$ cat src/rtl/hazard_ctrl_pkg.sv
// Shared definitions for the pipeline hazard/stall controller and the pipeline registers.
package hazard_ctrl_pkg;

    localparam int REG_W   = 3;
    localparam int LAT_W   = 4;
    localparam int INSTR_W = 16;

    // All-zero word doubles as the NOP/bubble loaded into flushed stage registers.
    localparam logic [INSTR_W-1:0] NOP_INSTR = 16'h0000;

    typedef enum logic {
        RUN      = 1'b0,
        MEM_WAIT = 1'b1
    } state_e;

    function automatic logic reg_hazard(
        input logic             ex_valid,
        input logic             ex_mem_read,
        input logic [REG_W-1:0] ex_dest,
        input logic [REG_W-1:0] id_src,
        input logic             id_uses_src,
        input logic [REG_W-1:0] id_dest,
        input logic             id_uses_dest
    );
        logic src_hit;
        logic dest_hit;
        src_hit  = id_uses_src  & (id_src  == ex_dest);
        dest_hit = id_uses_dest & (id_dest == ex_dest);
        return ex_valid & ex_mem_read & (src_hit | dest_hit);
    endfunction

endpackage

$ cat src/rtl/hazard_ctrl_sat_counter.sv
// Saturating up-counter used for the hazard controller's performance statistics.
module sat_counter #(
    parameter int CNT_W = 16
) (
    input  logic             clk,
    input  logic             rst,
    input  logic             inc,
    output logic [CNT_W-1:0] count
);

    logic [CNT_W-1:0] count_r;

    // Count up on inc, sticking at all-ones instead of wrapping.
    always_ff @(posedge clk or posedge rst) begin
        if (rst) begin
            count_r <= '0;
        end else if (inc && (count_r != {CNT_W{1'b1}})) begin
            count_r <= count_r + {{(CNT_W-1){1'b0}}, 1'b1};
        end else begin
            count_r <= count_r;
        end
    end

    assign count = count_r;

endmodule

$ cat src/rtl/hazard_ctrl.sv
// Hazard and stall controller: load-use bubbles, branch squashing and data-memory freezes
// for the 5-stage pipeline, plus saturating stall/flush statistics.
module hazard_ctrl
    import hazard_ctrl_pkg::*;
#(
    parameter int MEM_LAT = 3,
    parameter int CNT_W   = 16
) (
    input  logic             clk,
    input  logic             rst,
    input  logic [2:0]       id_src,
    input  logic [2:0]       id_dest,
    input  logic             id_uses_src,
    input  logic             id_uses_dest,
    input  logic [2:0]       ex_dest,
    input  logic             ex_mem_read,
    input  logic             ex_valid,
    input  logic             branch_taken,
    input  logic             mem_start,
    output logic             pc_write,
    output logic             ifid_write,
    output logic             ifid_flush,
    output logic             idex_write,
    output logic             idex_flush,
    output logic             exmem_write,
    output logic             memwb_bubble,
    output logic             busy,
    output logic [CNT_W-1:0] stall_cnt,
    output logic [CNT_W-1:0] flush_cnt
);

    // The access instruction stays in MEM for MEM_LAT cycles; the last one is the release cycle.
    localparam logic             FREEZE_EN = (MEM_LAT > 1) ? 1'b1 : 1'b0;
    localparam logic [LAT_W-1:0] CNT_INIT  = (MEM_LAT > 1) ? LAT_W'(MEM_LAT - 2) : 4'd0;

    state_e           state_r;
    state_e           state_nx_s;
    logic [LAT_W-1:0] cnt_r;
    logic [LAT_W-1:0] cnt_nx_s;
    logic             freeze_s;
    logic             loaduse_s;
    logic             branch_flush_s;
    logic             stall_inc_s;

    assign loaduse_s = reg_hazard(ex_valid, ex_mem_read, ex_dest,
                                  id_src, id_uses_src, id_dest, id_uses_dest);

    // Freeze source: a new access in RUN, or remaining wait cycles in MEM_WAIT.
    always_comb begin
        freeze_s = 1'b0;
        case (state_r)
            RUN:      freeze_s = FREEZE_EN & mem_start;
            MEM_WAIT: freeze_s = (cnt_r != 4'd0);
            default:  freeze_s = 1'b0;
        endcase
    end

    assign branch_flush_s = ~rst & ~freeze_s & branch_taken;

    // State and wait-counter register.
    always_ff @(posedge clk or posedge rst) begin
        if (rst) begin
            state_r <= RUN;
            cnt_r   <= 4'd0;
        end else begin
            state_r <= state_nx_s;
            cnt_r   <= cnt_nx_s;
        end
    end

    // Next state; the release cycle ignores mem_start because the same access is still in MEM.
    always_comb begin
        state_nx_s = state_r;
        cnt_nx_s   = cnt_r;
        case (state_r)
            RUN: begin
                if (freeze_s) begin
                    state_nx_s = MEM_WAIT;
                    cnt_nx_s   = CNT_INIT;
                end else begin
                    state_nx_s = RUN;
                    cnt_nx_s   = cnt_r;
                end
            end
            MEM_WAIT: begin
                if (cnt_r != 4'd0) begin
                    state_nx_s = MEM_WAIT;
                    cnt_nx_s   = cnt_r - 4'd1;
                end else begin
                    state_nx_s = RUN;
                    cnt_nx_s   = 4'd0;
                end
            end
            default: begin
                state_nx_s = RUN;
                cnt_nx_s   = 4'd0;
            end
        endcase
    end

    // Stage enables: reset > freeze > branch flush > load-use bubble > free run.
    always_comb begin
        pc_write     = 1'b1;
        ifid_write   = 1'b1;
        ifid_flush   = 1'b0;
        idex_write   = 1'b1;
        idex_flush   = 1'b0;
        exmem_write  = 1'b1;
        memwb_bubble = 1'b0;
        if (rst) begin
            pc_write     = 1'b0;
            ifid_write   = 1'b0;
            idex_write   = 1'b0;
            exmem_write  = 1'b0;
            ifid_flush   = 1'b1;
            idex_flush   = 1'b1;
            memwb_bubble = 1'b1;
        end else if (freeze_s) begin
            pc_write     = 1'b0;
            ifid_write   = 1'b0;
            idex_write   = 1'b0;
            exmem_write  = 1'b0;
            memwb_bubble = 1'b1;
        end else if (branch_taken) begin
            ifid_flush = 1'b1;
            idex_flush = 1'b1;
        end else if (loaduse_s) begin
            pc_write   = 1'b0;
            ifid_write = 1'b0;
            idex_flush = 1'b1;
        end else begin
            pc_write = 1'b1;
        end
    end

    assign busy        = ~rst & (state_r == MEM_WAIT);
    assign stall_inc_s = ~rst & ~pc_write;

    sat_counter #(.CNT_W(CNT_W)) u_stall_cnt (
        .clk   (clk),
        .rst   (rst),
        .inc   (stall_inc_s),
        .count (stall_cnt)
    );

    sat_counter #(.CNT_W(CNT_W)) u_flush_cnt (
        .clk   (clk),
        .rst   (rst),
        .inc   (branch_flush_s),
        .count (flush_cnt)
    );

endmodule

$ cat config.mk
export PLATFORM = sky130hd
export DESIGN_NAME = hazard_ctrl
export DESIGN_NICKNAME = d
export VERILOG_FILES = /design/src/rtl/hazard_ctrl_pkg.sv /design/src/rtl/hazard_ctrl_sat_counter.sv /design/src/rtl/hazard_ctrl.sv
export SDC_FILE = /design/constraint.sdc
export NUM_CORES = 1
export LEC_CHECK = 0
export ABC_AREA = 1
export CAP_MARGIN = 25
export CORE_MARGIN = 3
export CORE_UTILIZATION = 37
export DETAILED_ROUTE_END_ITERATION = 10
export PLACE_DENSITY = 0.67
export REMOVE_ABC_BUFFERS = 1
export SETUP_SLACK_MARGIN = 0.15
export SYNTH_ARGS = -nofsm -noshare
export SYNTH_HDL_FRONTEND = slang
export SYNTH_SLANG_ARGS = --single-unit
export TNS_END_PERCENT = 20
$ cat constraint.sdc
create_clock -name clk -period 2.4 [get_ports clk]
set_input_delay 0.36 -clock clk [delete_from_list [all_inputs] [get_ports clk]]
set_output_delay 0.36 -clock clk [all_outputs]
set_load 0.01 [all_outputs]
==> run summary, run 1 <==
grt ovf - 0
synthesized area - 2410 µm²
Clock Sinks - 37
met1 usage - 19.9%
Worst-Skew Late Latency - 290 ps
drt first-iter violations - 64
Total GRT Usage - 15.7%
largest cells by area after synthesis - dfrtp_1 38%, nand2_1 17%, xor2_1 6.9%
Pwr per Cell Area - 871 nW/µm²
MaxCap Viol Count - 0
clk root buf - clkbuf_8
post-synthesis mux area share - 0%
nets@finish - 411
Worst Path Required - 2040 ps
vias in the first global route - 2207
Final Hold Fails - 0
DRT Pass-1 Iters - 4
most used cell, CP - nand2_2
Post-Syn Instances - 331
DP Wirelength - 4.11 mm
final worst path period share - 91.3%
status - completed
first-pass GRT wire length - 9.69 mm
Worst-path clk slew - 70 ps
wire per inst - 11.9 µm
Post-CTS Hold Fix Bufs - 0
port bufs - 56
CP bufs+invs - 2
die area - 7520 µm²
Synth Flop Type - dfrtp_1
CTS H-tree depth - 2
synth unique cells - 26
WS Path Type - reg -> out
flops & latches, synth - 37
busiest grt layer - met2
Area Overhead vs Synth - 30.8%
fin crit period - 2190 ps
initial antenna violation count - 0
crit-path max cell delay - 390 ps
grt met2 use - 27.1%
Post-Route WL - 5.54 mm
sequential area share after synthesis - 38.4%
Compound-Gate Fraction of Synth Area - 5.56%
hold_ws - 534 ps
most frequent cell after synthesis - nand2_1
fillers - 603
Yosys top cell area share - 38.4%
Vias/cell - 4.79
CTS tree - built
IO Count - 57
Post-Route Setup TNS - 0 ps
XOR/XNOR Fraction of Synth Area - 9.09%
Post-synth EDFFs - 0
share of cells above drive strength 1 - 8.42%
clk buf depth - 2
Die H - 86.7 µm
Hold WC Path Type - reg -> reg
DIE WIDTH - 86.7 µm
CP startpoint kind - register
Placer Congestion - 0.890
Worst IR Drop VDD - 0.493 mV
RSZ-0062 raised after global routing - true
Worst Path Arrival - 1830 ps
met3 GRT Util - 3.52%
FMAX - 0.456 GHz
measured slew at the worst slew-check pin - 477 ps
Multi-input gate area - 1260 µm²
normalized max-slew margin - 68.2%
Final Skew - 9.79 ps
main combinational cell family by area after synthesis - simple AND/OR/NAND/NOR gates
FP Rows - 28
# setup viols final - 0
Synth Area per Inst - 7.28 µm²
leak pwr - 1.47 nW
synth warn - 0
asr flop ratio synth - 100%
top cell type by total area after synthesis - dfrtp_1
core area - 6100 µm²
Adder-Cell Fraction of Synth Area - 1.56%
Ant. Diodes - 0
Final Max Slew Viols - 0
Num CTS Buffers - 5
CP Capture Type - primary output
Synth Area in Simple Gates - 35.8%
CP top delay family - simple AND/OR/NAND/NOR gates
Final ANT Viol Nets - 0
via count - 2238
Initial Util - 39.5%
Critical Path Fanout Max - 4
cells along the critical path - inv_1 -> ha_1 -> nand2_2 -> nand2_2 -> o21ai_2 -> nor2_4 -> nand2_2 -> nand2_1 -> clkdlybuf4s15_1
largest net degree at the start of global routing - 38
register area - 926 µm²
DRC - 0
Commonest cells post-synth - 109 x nand2_1, 41 x inv_1, 37 x dfrtp_1
Critical-path top delay cell - dfrtp_1
-- layout by cell type, fill, tap and decap left out, drive strengths merged --
cell type,netlist,routed
nand2,116,116
clkdlybuf4s50,0,49
inv,41,41
dfrtp,37,37
nor2,34,34
nand4,20,20
xor2,19,19
o21ai,17,17
nand3,15,15
clkbuf,0,8
xnor2,6,6
nor3,6,6
buf,9,6
dlygate4sd2,0,5
ha,3,3
a21oi,3,3
o22ai,2,2
a31oi,1,1
and2,1,1
nand3b,1,1
bufinv,0,1
clkdlybuf4s15,0,1
-- per-layer routing --
metal | vias to the layer above | part of all wire [%] | routed length, µm
li1 | 1166 | - | -
met3 | 5 | 3.4 | 190
met5 | - | 0 | 0
met2 | 39 | 47 | 2610
met4 | 0 | 0.87 | 48
met1 | 1028 | 49 | 2690
-- what timing repair did --
action / CTS / global route
endpoints found under the setup margin: 7 / 2
pin swaps: 0 / 1
resized for setup: 8 / 3
setup buffers: 0 / 1
-- cell type report --
type / instances / share of cell area [%]
multi-input cells: 244 / 39.8
repair buffers: 62 / 19.2
inverters: 41 / 4.88
flip-flops and latches: 37 / 29.4
well taps: 75 / 2.98
clock inverters: 1 / 0.952
clock buffers: 7 / 2.74
-- flip-flops by register name, summed over array words and instances (netlist names) --
| register | count |
|---|---|
| cnt_r | 4 |
| state_r | 1 |
| u_flush_cnt.count | 16 |
| u_stall_cnt.count | 16 |
-- where the power goes --
part	total [mW]	switching (mW)	leakage (nW)	internal [mW]
combinational	1.20	0.636	0.923	0.561
sequential	0.981	0.192	0.490	0.788
clock	0.567	0.227	0.0585	0.339
total	2.74	1.06	1.47	1.69
-- worst reg2reg max path, delay by kind of cell (launching register included) --
kind                     cells  cell delay, ps
adder cells (fa/ha/maj)      1             250
flip-flops                   1             430
AND/OR/NAND/NOR              8            1150
-- cell families after synthesis --
kind of cell             count (synthesis)
buffers and inverters                   50
AND/OR/NAND/NOR                        193
AO/OA/AOI/OAI                           23
flip-flops                              37
XOR/XNOR                                25
adder cells (fa/ha/maj)                  3
-- stage by stage --
step           instances  area, µm²  util (%)  total power, mW  setup WS [ps]
6_report             467       3150      51.7             2.74            209
5_1_grt              467       3150      51.7             2.96           71.7
4_1_cts              466       3150      51.6             2.76            157
3_5_place_dp         458       3040      49.8             2.21           11.8
3_3_place_gp         458       3040      49.8             2.19           58.8
2_1_floorplan        322       2330         -             1.63            456
-- path summary, 6_finish.rpt --
kind	startpoint	end	slack (ps)	cells after the start
worst min-delay path	u_flush_cnt.count[0]	u_flush_cnt.count[0]	530	1
worst max-delay path	cnt_r[0]	pc_write	210	9
worst min register to register	u_flush_cnt.count[0]	u_flush_cnt.count[0]	530	1
min in group asynchronous	rst	u_stall_cnt.count[7]	630	3
max in group asynchronous	rst	u_flush_cnt.count[0]	1430	3
worst max register to register	u_stall_cnt.count[0]	u_stall_cnt.count[1]	460	9
(Power assumes the default switching activity.)
==> run 2, diff against run 1 <==
--- a/config.mk
+++ b/config.mk
@@ -9,8 +9,9 @@
 export CAP_MARGIN = 25
 export CORE_MARGIN = 3
 export CORE_UTILIZATION = 37
+export CTS_CLUSTER_DIAMETER = 120
 export DETAILED_ROUTE_END_ITERATION = 10
-export PLACE_DENSITY = 0.67
+export PLACE_DENSITY = 0.58
 export REMOVE_ABC_BUFFERS = 1
 export SETUP_SLACK_MARGIN = 0.15
 export SYNTH_ARGS = -nofsm -noshare
==> run summary, run 2 (synthesis results as in run 1) <==
CP Depth - 9 (unchanged)
Final Max Slew Viols - 0 (unchanged)
port bufs - 56 (unchanged)
DIE WIDTH - 86.7 µm (unchanged)
CTS tree - built (unchanged)
FMAX - 0.461 GHz (was 0.456 GHz)
share of cells above drive strength 1 - 8.67% (was 8.42%)
Die H - 86.7 µm (unchanged)
grt met2 use - 27.8% (was 27.1%)
first-pass GRT wire length - 9.89 mm (was 9.69 mm)
Ant. Diodes - 0 (unchanged)
Placer Congestion - 0.837 (was 0.890)
Clock Sinks - 37 (unchanged)
Pwr per Cell Area - 840 nW/µm² (was 871 nW/µm²)
Post-Route Setup TNS - 0 ps (unchanged)
Critical-path top delay cell - dfrtp_1 (unchanged)
DP Wirelength - 4.14 mm (was 4.11 mm)
CTS H-tree depth - 2 (unchanged)
hold_ws - 520 ps (was 534 ps)
status - completed (unchanged)
Worst-Skew Late Latency - 290 ps (about the same)
MaxCap Viol Count - 0 (unchanged)
CP Capture Type - primary output (unchanged)
final worst path period share - 90.5% (was 91.3%)
Hold WC Path Type - reg -> reg (unchanged)
CP startpoint kind - register (unchanged)
Post-Route WL - 5.49 mm (was 5.54 mm)
hold-critical path depth - 1 (unchanged)
largest net degree at the start of global routing - 38 (unchanged)
Worst-path clk slew - 70 ps (about the same)
register area - 926 µm² (unchanged)
core area - 6100 µm² (unchanged)
Vias/cell - 4.70 (was 4.79)
Worst IR Drop VDD - 0.460 mV (was 0.493 mV)
Final ANT Viol Nets - 0 (unchanged)
measured slew at the worst slew-check pin - 471 ps (was 477 ps)
Num CTS Buffers - 5 (unchanged)
Worst Path Arrival - 1810 ps (was 1830 ps)
CP bufs+invs - 2 (unchanged)
Worst Path Required - 2040 ps (about the same)
busiest grt layer - met2 (unchanged)
via count - 2193 (was 2238)
Total GRT Usage - 16.1% (was 15.7%)
fillers - 628 (was 603)
CP top delay family - simple AND/OR/NAND/NOR gates (unchanged)
wire per inst - 11.8 µm (was 11.9 µm)
FP Rows - 28 (unchanged)
Critical Path Fanout Max - 5 (was 4)
Reg2Reg Depth - 9 (unchanged)
normalized max-slew margin - 68.6% (was 68.2%)
commonest non-fill, non-tap cell in the layout - nand2_1 (unchanged)
Area Overhead vs Synth - 29.5% (was 30.8%)
Final Skew - 6.91 ps (was 9.79 ps)
DRC - 0 (unchanged)
DRT Pass-1 Iters - 4 (unchanged)
worst slack at placement - -19.4 ps (was 11.8 ps)
IO Count - 57 (unchanged)
met3 GRT Util - 2.76% (was 3.52%)
initial antenna violation count - 0 (unchanged)
cells along the critical path - inv_1 -> ha_2 -> nand2_2 -> nand2_2 -> o21ai_2 -> nor2_4 -> nand2_2 -> nand2_1 -> clkdlybuf4s15_1 (was inv_1 -> ha_1 -> nand2_2 -> nand2_2 -> o21ai_2 -> nor2_4 -> nand2_2 -> nand2_1 -> clkdlybuf4s15_1)
met1 usage - 20.7% (was 19.9%)
clk root buf - clkbuf_8 (unchanged)
Initial Util - 39.5% (unchanged)
vias in the first global route - 2228 (was 2207)
Final WS setup - 229 ps (was 209 ps)
RSZ-0062 raised after global routing - true (unchanged)
crit-path max cell delay - 380 ps (was 390 ps)
most frequent cells in the layout - 109 x nand2_1, 49 x clkdlybuf4s50_1, 41 x inv_1 (unchanged)
Multi-input gate area - 1260 µm² (about the same)
most used cell, CP - nand2_2 (unchanged)
clk buf depth - 2 (unchanged)
leak pwr - 1.46 nW (was 1.47 nW)
drt first-iter violations - 80 (was 64)
overall power - 2.62 mW (was 2.74 mW)
die area - 7520 µm² (unchanged)
fin crit period - 2170 ps (was 2190 ps)
# setup viols final - 0 (unchanged)
WS Path Type - reg -> out (unchanged)
grt ovf - 0 (unchanged)
nets@finish - 412 (was 411)
Final Hold Fails - 0 (unchanged)
-- run 2: changes by cell type in the layout (fill, tap and decap cells not counted) --
cell and change:
buf_4 +2, bufinv_16 -1, ha_2 +1, ha_1 -1, buf_12 -1
-- run 2: what timing repair did --
| item | CTS | global route |
|---|---|---|
| resized for setup | 8 | 4 |
| buffers inserted | 0 | 1 |
| pin swaps | 0 | 1 |
| hold buffers | 0 | 0 |
| setup endpoints to repair | 7 | 3 |
-- run 2: area by class of cell --
type / instances / share of cell area (%)
Timing Repair Buffer: 63 / 19.3
Inverter: 41 / 4.93
Sequential cell: 37 / 29.7
Multi-Input combinational cell: 244 / 40.3
Clock buffer: 7 / 2.77
Tap cell: 75 / 3.01
-- run 2: per-layer routing --
metal | wire, µm | part of all wire, %
met5 | 0 | 0
met4 | 59 | 1.1
met3 | 170 | 3.1
met2 | 2590 | 47
met1 | 2670 | 49
-- run 2: final timing paths --
kind,from,to,slack (ps)
setup / recovery,cnt_r[0],pc_write,230
hold / removal,u_flush_cnt.count[0],u_flush_cnt.count[0],520
setup reg to reg,u_stall_cnt.count[0],u_stall_cnt.count[15],490
hold reg to reg,u_flush_cnt.count[0],u_flush_cnt.count[0],520
max in group asynchronous,rst,u_flush_cnt.count[1],1410
min in group asynchronous,rst,u_flush_cnt.count[7],660
-- run 2: per-stage QoR --
stage                     instances  util (%)  instance area (µm²)
after floorplan                 322         -                 2330
after global routing            467      51.2                 3120
after detailed placement        459      49.7                 3030
final                           467      51.2                 3120
after CTS                       466      51.1                 3110
after global placement          459      49.7                 3030
-- run 2: report_power, final --
group / switching, mW / total (mW) / internal (mW)
Combinational: 0.639 / 1.20 / 0.559
Sequential: 0.187 / 0.976 / 0.789
Clock: 0.218 / 0.446 / 0.228
Total: 1.04 / 2.62 / 1.58
-- run 2: worst register-to-register path, cell delays in order (launching register included) --
cell and delay [ps]:
dfrtp_1 430, ha_1 250, nand3_2 130, nor2_4 60, nand2_2 90, nor2_2 40
nand2_2 250, nand3_2 350, nand2_1 160, nand2_1 60
==> run 3, diff against run 2 <==
--- a/config.mk
+++ b/config.mk
@@ -5,13 +5,12 @@
 export SDC_FILE = /design/constraint.sdc
 export NUM_CORES = 1
 export LEC_CHECK = 0
-export ABC_AREA = 1
 export CAP_MARGIN = 25
 export CORE_MARGIN = 3
 export CORE_UTILIZATION = 37
 export CTS_CLUSTER_DIAMETER = 120
 export DETAILED_ROUTE_END_ITERATION = 10
-export PLACE_DENSITY = 0.58
+export PLACE_DENSITY = 0.61
 export REMOVE_ABC_BUFFERS = 1
 export SETUP_SLACK_MARGIN = 0.15
 export SYNTH_ARGS = -nofsm -noshare
==> run summary, run 3 <==
Critical-path top delay cell - dfrtp_1 (unchanged)
CTS tree - built (unchanged)
leak pwr - 1.19 nW (was 1.46 nW)
Post-Syn Instances - 192 (was 331)
initial antenna violation count - 0 (unchanged)
FMAX - 0.467 GHz (was 0.461 GHz)
CP bufs+invs - 4 (was 2)
Post-Route Setup TNS - 0 ps (unchanged)
most frequent cells in the layout - 49 x clkdlybuf4s50_1, 37 x dfrtp_1, 25 x xnor2_1 (was 109 x nand2_1, 49 x clkdlybuf4s50_1, 41 x inv_1)
overall power - 2.31 mW (was 2.62 mW)
Total GRT Usage - 16.3% (was 16.1%)
hold-critical path depth - 1 (unchanged)
Post-synth EDFFs - 0 (unchanged)
Comb power frac - 43.3% (was 45.7%)
via count - 1673 (was 2193)
clk root buf - clkbuf_8 (unchanged)
grt ovf - 0 (unchanged)
Ant. Diodes - 0 (unchanged)
DP Wirelength - 3.45 mm (was 4.14 mm)
Post-Route WL - 4.51 mm (was 5.49 mm)
Die H - 79.1 µm (was 86.7 µm)
FP Rows - 25 (was 28)
Commonest cells post-synth - 37 x dfrtp_1, 25 x xnor2_1, 20 x nand3_1 (was 109 x nand2_1, 41 x inv_1, 37 x dfrtp_1)
register area - 926 µm² (unchanged)
wire per inst - 13.3 µm (was 11.8 µm)
Multi-input gate area - 1030 µm² (was 1260 µm²)
Final Hold Fails - 0 (unchanged)
fillers - 470 (was 628)
largest cells by area after synthesis - dfrtp_1 47%, xnor2_1 11%, nand3_1 5.1% (was dfrtp_1 38%, nand2_1 17%, xor2_1 6.9%)
fin cells - 338 (was 467)
die area - 6250 µm² (was 7520 µm²)
share of cells above drive strength 1 - 17.0% (was 8.67%)
most used cell, CP - inv_2 (was nand2_2)
worst slack at placement - -49.7 ps (was -19.4 ps)
final worst path period share - 89.2% (was 90.5%)
DRT Pass-1 Iters - 4 (unchanged)
measured slew at the worst slew-check pin - 467 ps (was 471 ps)
Placer Congestion - 0.806 (was 0.837)
Worst Path Required - 2040 ps (about the same)
Vias/cell - 4.95 (was 4.70)
Pwr per Cell Area - 821 nW/µm² (was 840 nW/µm²)
largest net degree at the start of global routing - 38 (unchanged)
IO Count - 57 (unchanged)
drt first-iter violations - 55 (was 80)
Final Skew - 1.48 ps (was 6.91 ps)
normalized max-slew margin - 68.8% (was 68.6%)
cells along the critical path - inv_2 -> ha_4 -> nor4bb_4 -> buf_4 -> a211oi_4 -> inv_2 -> clkdlybuf4s15_1 (was inv_1 -> ha_2 -> nand2_2 -> nand2_2 -> o21ai_2 -> nor2_4 -> nand2_2 -> nand2_1 -> clkdlybuf4s15_1)
synth unique cells - 42 (was 26)
Yosys top cell area share - 46.9% (was 38.4%)
fin crit period - 2140 ps (was 2170 ps)
flops & latches, synth - 37 (unchanged)
nets@finish - 290 (was 412)
crit-path max cell delay - 360 ps (was 380 ps)
Flop pwr share - 38.6% (was 37.2%)
Hold WC Path Type - reg -> reg (unchanged)
CP Capture Type - primary output (unchanged)
Final WS setup - 258 ps (was 229 ps)
Worst IR Drop VDD - 0.466 mV (was 0.460 mV)
most frequent cell after synthesis - dfrtp_1 (was nand2_1)
status - completed (unchanged)
Synth Area per Inst - 10.3 µm² (was 7.28 µm²)
Worst-Skew Late Latency - 290 ps (about the same)
Final ANT Viol Nets - 0 (unchanged)
commonest non-fill, non-tap cell in the layout - clkdlybuf4s50_1 (was nand2_1)
sw power - 810 µW (was 1.04 mW)
sequential area share after synthesis - 46.9% (was 38.4%)
DRC - 0 (unchanged)
Worst Path Arrival - 1780 ps (was 1810 ps)
core area - 4940 µm² (was 6100 µm²)
clk buf depth - 2 (unchanged)
Clock Sinks - 37 (unchanged)
DIE WIDTH - 79.1 µm (was 86.7 µm)
clock share of power - 18.1% (was 17.0%)
RSZ-0062 raised after global routing - true (unchanged)
Cell Count Post-Placement - 328 (was 459)
Reg2Reg Depth - 10 (was 9)
Final Max Slew Viols - 0 (unchanged)
first-pass GRT wire length - 8.03 mm (was 9.89 mm)
CTS H-tree depth - 2 (unchanged)
port bufs - 56 (unchanged)
vias in the first global route - 1699 (was 2228)
WS Path Type - reg -> out (unchanged)
Synth Flop Type - dfrtp_1 (unchanged)
switching share of power - 35.0% (was 39.9%)
Area Overhead vs Synth - 42.7% (was 29.5%)
Num CTS Buffers - 5 (unchanged)
Worst-path clk slew - 70 ps (about the same)
CP startpoint kind - register (unchanged)
MaxCap Viol Count - 0 (unchanged)
CP top delay family - buffers and inverters (was simple AND/OR/NAND/NOR gates)
asr flop ratio synth - 100% (unchanged)
CP Depth - 7 (was 9)
synthesized area - 1980 µm² (was 2410 µm²)
Initial Util - 40.0% (was 39.5%)
Post-CTS Hold Fix Bufs - 0 (unchanged)
Critical Path Fanout Max - 4 (was 5)
top cell type by total area after synthesis - dfrtp_1 (unchanged)
synth warn - 0 (unchanged)
Cell Int Power - 1.50 mW (was 1.58 mW)
# setup viols final - 0 (unchanged)
run 3: cell families after synthesis:
family                   Yosys count  synth area share (%)
adder cells (fa/ha/maj)            3                  1.90
buffers and inverters             11                  2.47
flip-flops                        37                  46.9
multiplexers                       4                  2.22
AO/OA/AOI/OAI                     18                  6.90
XOR/XNOR                          33                  14.6
AND/OR/NAND/NOR                   86                  25.0
run 3: metal layers:
layer	part of all wire [%]	global-route usage [%]	up-vias
li1	-	-	839
met2	47	25.2	35
met3	4.5	5.56	7
met4	1.0	4.81	0
met1	47	21.7	792
met5	0	0	-
run 3: cell type report:
cell class	count	share of cell area (%)
multi-input combinational	144	36.4
sequential	37	32.8
timing repair buffer	74	23.8
tap	67	2.97
clock buffer	6	2.57
inverter	8	1.07
clock inverter	2	0.355
run 3: path summary, 6_finish.rpt:
check / start / end / slack [ps]
worst max-delay path: cnt_r[1] / ifid_flush / 260
min in group asynchronous: rst / cnt_r[0] / 660
worst max register to register: cnt_r[1] / u_stall_cnt.count[12] / 270
worst min-delay path: u_stall_cnt.count[13] / u_stall_cnt.count[13] / 490
worst min register to register: u_stall_cnt.count[13] / u_stall_cnt.count[13] / 490
max in group asynchronous: rst / u_flush_cnt.count[9] / 1400
run 3: worst register-to-register path: cells and delay by family (launching register included):
family	cells	cell delay (ps)
AND/OR/NAND/NOR	3	750
XOR/XNOR	1	180
buffers and inverters	4	460
AO/OA/AOI/OAI	1	150
flip-flops	1	360
adder cells (fa/ha/maj)	1	170
run 3: power groups by stage:
stage / clock network [mW] / registers [mW] / logic (mW)
6_report: 0.419 / 0.892 / 1.00
5_1_grt: 0.476 / 0.917 / 1.11
4_1_cts: 0.436 / 0.893 / 1.01
3_5_place_dp: 0 / 0.898 / 0.977
3_3_place_gp: 0 / 0.901 / 0.961
2_1_floorplan: 0 / 0.909 / 0.447
run 3: what timing repair did:
action                     4_1_cts  5_1_grt
gates resized for setup         17        9
setup buffers                    1        1
setup endpoints to repair        7        7
pin swaps                        3        3
run 3: through the flow:
step,utilization (%),area (µm²),hold slack [ps]
3_5_place_dp,55.1,2720,476
3_3_place_gp,55.1,2720,483
2_1_floorplan,-,1960,446
6_report,57.0,2820,495
4_1_cts,57.3,2830,493
5_1_grt,57.0,2820,520
==> RTL change 1, RTL diff (settings of run 1) <==
Reset style: synchronous (`rst`), changed in 2 clocked blocks.
--- a/src/rtl/hazard_ctrl_sat_counter.sv
+++ b/src/rtl/hazard_ctrl_sat_counter.sv
@@ -12,5 +12,5 @@
 
     // Count up on inc, sticking at all-ones instead of wrapping.
-    always_ff @(posedge clk or posedge rst) begin
+    always_ff @(posedge clk) begin
         if (rst) begin
             count_r <= '0;
--- a/src/rtl/hazard_ctrl.sv
+++ b/src/rtl/hazard_ctrl.sv
@@ -59,5 +59,5 @@
 
     // State and wait-counter register.
-    always_ff @(posedge clk or posedge rst) begin
+    always_ff @(posedge clk) begin
         if (rst) begin
             state_r <= RUN;
Function: differs if rst is asserted again (counterexample within 4 cycles, from zero or initial values and one cycle with rst high); with rst held inactive, the same outputs for 10 cycles.
==> RTL change 1 against run 1 <==
- design area decreased by 1.4%
- highest routed layer unchanged
- die area decreased by 4.0%
- area after synthesis decreased by 4.3%
- sequential share of layout area decreased by 5.5 points
- routed wire length increased by 8.2%
- setup slack improved by 0.052 ns
- sequential cell count unchanged
Power is not compared: it rests on default switching activity, and its combinational part moved more than twofold at a synthesized area within 25%.
==> RTL change 1: results (changes against run 1) <==
stage	metric	value	unit	change
outcome	outcome	finished clean		
timing	fin_skew	0.00461	ns	-0.00517 ns
setup_path	arrival	1.78	ns	-0.05 ns
yosys	yosys-top-cells-area	dfxtp_1 32%, nand2_1 16%, nor2_1 7.5%		
timing	whs	0.461	ns	-0.0725 ns
cells_and_area	seq_cells	37		unchanged
placed_design	gp_congestion	0.847		-4.9%
global_routing	grt_max_degree	19		-50%
timing	slew_headroom	77.9	%	+9.7 points
routing	drt-total-wl	6.00	mm	+8.2%
routing	drtPass1Iterations	4		unchanged
routing	via_per_inst	4.93		+2.8%
cells_and_area	nNonClkInverters	42		+2.4%
cells_and_area	clock_area_share	3.26	%	-0.43 points
hold_path	hold_path.class	primary input to flop		
cells_and_area	multi_input_area	0.00136	sq mm	+8.5%
setup_path	rrSetupSlack	0.36	ns	-0.10 ns
cells_and_area	buffers_excl_clock	68		+9.7%
setup_path	startpoint	cnt_r[0]		
cells_and_area	drive_gt1_share	10.2	%	+1.8 points
timing	fin_crit	2.14	ns	-0.0516 ns
yosys	async_flop_share	0	%	-100 points
placed_design	place_ws	-0.00812	ns	-0.0199 ns
yosys	synth.distinct_cells	31		+19%
cells_and_area	multi_input_cells	267		+9.4%
yosys	synth_common_cells	97 x nand2_1, 46 x nor2_1, 39 x inv_1		
routing	drt_iter0_markers	86		+34%
setup_path	reg2reg_depth	12		+3
yosys	seq_area_frac_synth	32.1	%	-6.3 points
cells_and_area	fillerInstances	594		-1.5%
global_routing	grt_usage	17.7	%	+1.9 points
setup_path	r2r-end	u_stall_cnt.count[5]		
placed_design	post-dp-hpwl	4.48	mm	+8.9%
global_routing	grt_first_pass_wirelength	10.6	mm	+9.7%
cells_and_area	regArea	741	sq um	-20%
setup_path	worstSetupEndpoint	idex_flush		
setup_path	rr_startpoint	cnt_r[0]		
cells_and_area	bufAreaShareNonClock	21.0	%	+1.8 points
cells_and_area	stdcell_count	497		+6.4%
yosys	synthCells	358		+8.2%
placed_design	dp.cells	489		+6.8%
[RTL change 1: cell count changes in the layout (fill, tap and decap cells not counted), moves of 7 or more]
| cell | delta |
|---|---|
| nor2_1 | +16 |
| dfrtp_1 | -37 |
| buf_4 | +7 |
| nand3_1 | +9 |
| o21ai_0 | -7 |
| dfxtp_1 | +37 |
| a21oi_1 | +25 |
| xor2_1 | -9 |
| nand2_1 | -13 |
[RTL change 1: logic make-up (layout without fill, tap and decap cells)]
| kind of cell | count (synthesis) | after routing | synth area share (%) |
|---|---|---|---|
| compound gates | 42 | 42 | 10.3 |
| xor+xnor | 17 | 17 | 6.46 |
| fa+ha+maj | 3 | 3 | 1.63 |
| buf+inv | 54 | 118 | 9.77 |
| flops | 37 | 37 | 32.1 |
| simple gates | 205 | 205 | 39.7 |
[RTL change 1: power groups by stage]
stage / logic [mW] / clock network (mW) / registers (mW)
after floorplan: 0.112 / 0 / 0.651
after global placement: 0.235 / 0 / 0.651
after detailed placement: 0.240 / 0 / 0.651
after CTS: 0.232 / 0.512 / 0.636
after global routing: 0.269 / 0.536 / 0.639
final: 0.240 / 0.495 / 0.637
[RTL change 1: what timing repair did]
| item | 4_1_cts | 5_1_grt |
|---|---|---|
| resized for setup | 7 | 11 |
| endpoints found under the setup margin | 7 | 13 |
| hold buffers | 0 | 0 |
| pin swaps | 0 | 2 |
| endpoints found under the hold margin | 0 | 0 |
[RTL change 1: worst min path at each step]
stage	startpoint	to	depth (start not counted)
6_report	rst	state_r	2
3_3_place_gp	cnt_r[1]	cnt_r[1]	2
5_1_grt	cnt_r[1]	cnt_r[1]	2
2_1_floorplan	rst	u_stall_cnt.count[2]	1
4_1_cts	cnt_r[1]	cnt_r[1]	2
3_5_place_dp	cnt_r[1]	cnt_r[1]	2
[RTL change 1: metrics by stage]
step                      total power, mW  instance area [sq um]
after floorplan                     0.763                   2240
after global placement              0.885                   2980
after detailed placement            0.891                   2980
after CTS                            1.38                   3080
after global routing                 1.44                   3110
final                                1.37                   3110
[RTL change 1: critical path, stage by stage, from the launching register on]
cell and delay (ns):
dfxtp_1 0.34, inv_1 0.09, ha_4 0.18, nand2_2 0.08, nor2_4 0.04, nand2_1 0.07, nand2_2 0.05, buf_4 0.15
a21oi_4 0.14, o21ai_0 0.11, clkdlybuf4s15_1 0.24
[RTL change 1: metal layers]
| metal | vias up | GRT usage [%] | wire (um) |
|---|---|---|---|
| met1 | 1114 | 23.3 | 2860 |
| li1 | 1277 | - | - |
| met3 | 12 | 3.40 | 203 |
| met4 | 0 | 6.62 | 97 |
| met2 | 46 | 28.5 | 2840 |
| met5 | - | 0 | 0 |
==> RTL change 2, RTL diff (config.mk and constraints of run 1) <==
Without the edit above. Put a register stage on the output `flush_cnt`, cleared by the reset. The value now appears one clock later. The other outputs are not delayed to match.
--- a/src/rtl/hazard_ctrl.sv
+++ b/src/rtl/hazard_ctrl.sv
@@ -33,4 +33,6 @@
     localparam logic             FREEZE_EN = (MEM_LAT > 1) ? 1'b1 : 1'b0;
     localparam logic [LAT_W-1:0] CNT_INIT  = (MEM_LAT > 1) ? LAT_W'(MEM_LAT - 2) : 4'd0;
+
+    logic [CNT_W-1:0] flush_cnt_d;
 
     state_e           state_r;
@@ -148,6 +150,14 @@
         .rst   (rst),
         .inc   (branch_flush_s),
-        .count (flush_cnt)
+        .count (flush_cnt_d)
     );
+
+    always_ff @(posedge clk or posedge rst) begin
+        if (rst) begin
+            flush_cnt <= '0;
+        end else begin
+            flush_cnt <= flush_cnt_d;
+        end
+    end
 
 endmodule
Function: changed (Yosys sat finds a counterexample within 4 cycles, from zero or initial values and one cycle with rst high).
==> RTL change 2 against run 1 <==
- via count increased by 3.6%
- area after synthesis increased by 14%
- sequential cell count increased by 16
- routed wire length increased by 3.7%
- synthesized cell count increased by 3.9%
- sequential power increased by 35%
- register-to-register slack improved by 0.11 ns
- setup slack got worse by 0.027 ns
- fmax decreased by 1.2%
- total power increased by 14%
- design area increased by 12%
- critical endpoint is now ifid_write
==> RTL change 2: results (changes against run 1) <==
stage	metric	value	unit	change
routing	via_per_inst	4.63		-3.5%
power	p_switching	1.13	mW	+7.0%
routing	drt-total-wl	5.75	mm	+3.7%
power	power.leakage	1.68	nW	+14%
yosys	synth-xor-area-share	7.97	%	-1.1 points
yosys	synth-compound-area-share	3.78	%	-1.8 points
yosys	synth_common_cells	116 x nand2_1, 53 x dfrtp_1, 35 x nor2_1		
cells_and_area	nets	424		+3.2%
global_routing	use_met1	17.1	%	-2.8 points
routing	drt_iter0_markers	45		-30%
yosys	yosys-top-cells-area	dfrtp_1 48%, nand2_1 16%, nand3_1 5.5%		
setup_path	r2r-end	u_flush_cnt.count[5]		
power	p_total	3.14	mW	+14%
timing	worstMarginPinSlew	0.664	ns	+0.188 ns
placed_design	post-dp-hpwl	4.19	mm	+1.9%
hold_path	min_from	u_flush_cnt.count[15]		
setup_path	rrSetupSlack	0.57	ns	+0.11 ns
routing	dr_wl_met2	2.81	mm	+7.7%
placed_design	gp_congestion	0.811		-8.9%
clock_tree	cts_resized	11		+3
yosys	synth.distinct_cells	27		+3.8%
outcome	outcome	finished clean		
power	vdd_drop_max	0.000561	V	+14%
yosys	synthAdderAreaFrac	1.37	%	-0.19 points
setup_path	arrival	1.86	ns	+0.03 ns
cells_and_area	fillerInstances	678		+12%
power	pg_clk	631	uW	+11%
routing	wl_met1	2.59	mm	-3.9%
global_routing	grt_usage	14.1	%	-1.6 points
## RTL change 2: changes by cell type in the layout (fill, tap and decap cells not counted), moves of 5 or more
cell,before,now
dfrtp_1,37,53
nand4_1,20,3
xnor2_1,6,11
nor2_1,29,34
nand2_1,109,115
nand3_1,13,30
xor2_1,19,14
inv_1,41,33
## RTL change 2: cell type report
cell class,instances,area [sq um],share of cell area [%]
multi-input combinational,248,1250,35.2
clock buffer,6,82.6,2.33
inverter,35,131,3.71
tap,96,120,3.39
sequential,53,1330,37.4
timing repair buffer,61,599,16.9
clock inverter,2,37.5,1.06
## RTL change 2: metrics by stage
stage,instances,hold slack (ns)
2_1_floorplan,336,0.374
3_3_place_gp,493,0.393
3_5_place_dp,493,0.395
4_1_cts,501,0.413
5_1_grt,501,0.434
6_report,501,0.415
## RTL change 2: worst max-delay path: cells and delay by family, from the launching register on
family / cells / cell delay [ns]
simple gates: 4 / 0.34
compound gates: 1 / 0.18
fa+ha+maj: 1 / 0.21
buf+inv: 3 / 0.42
flops: 1 / 0.40
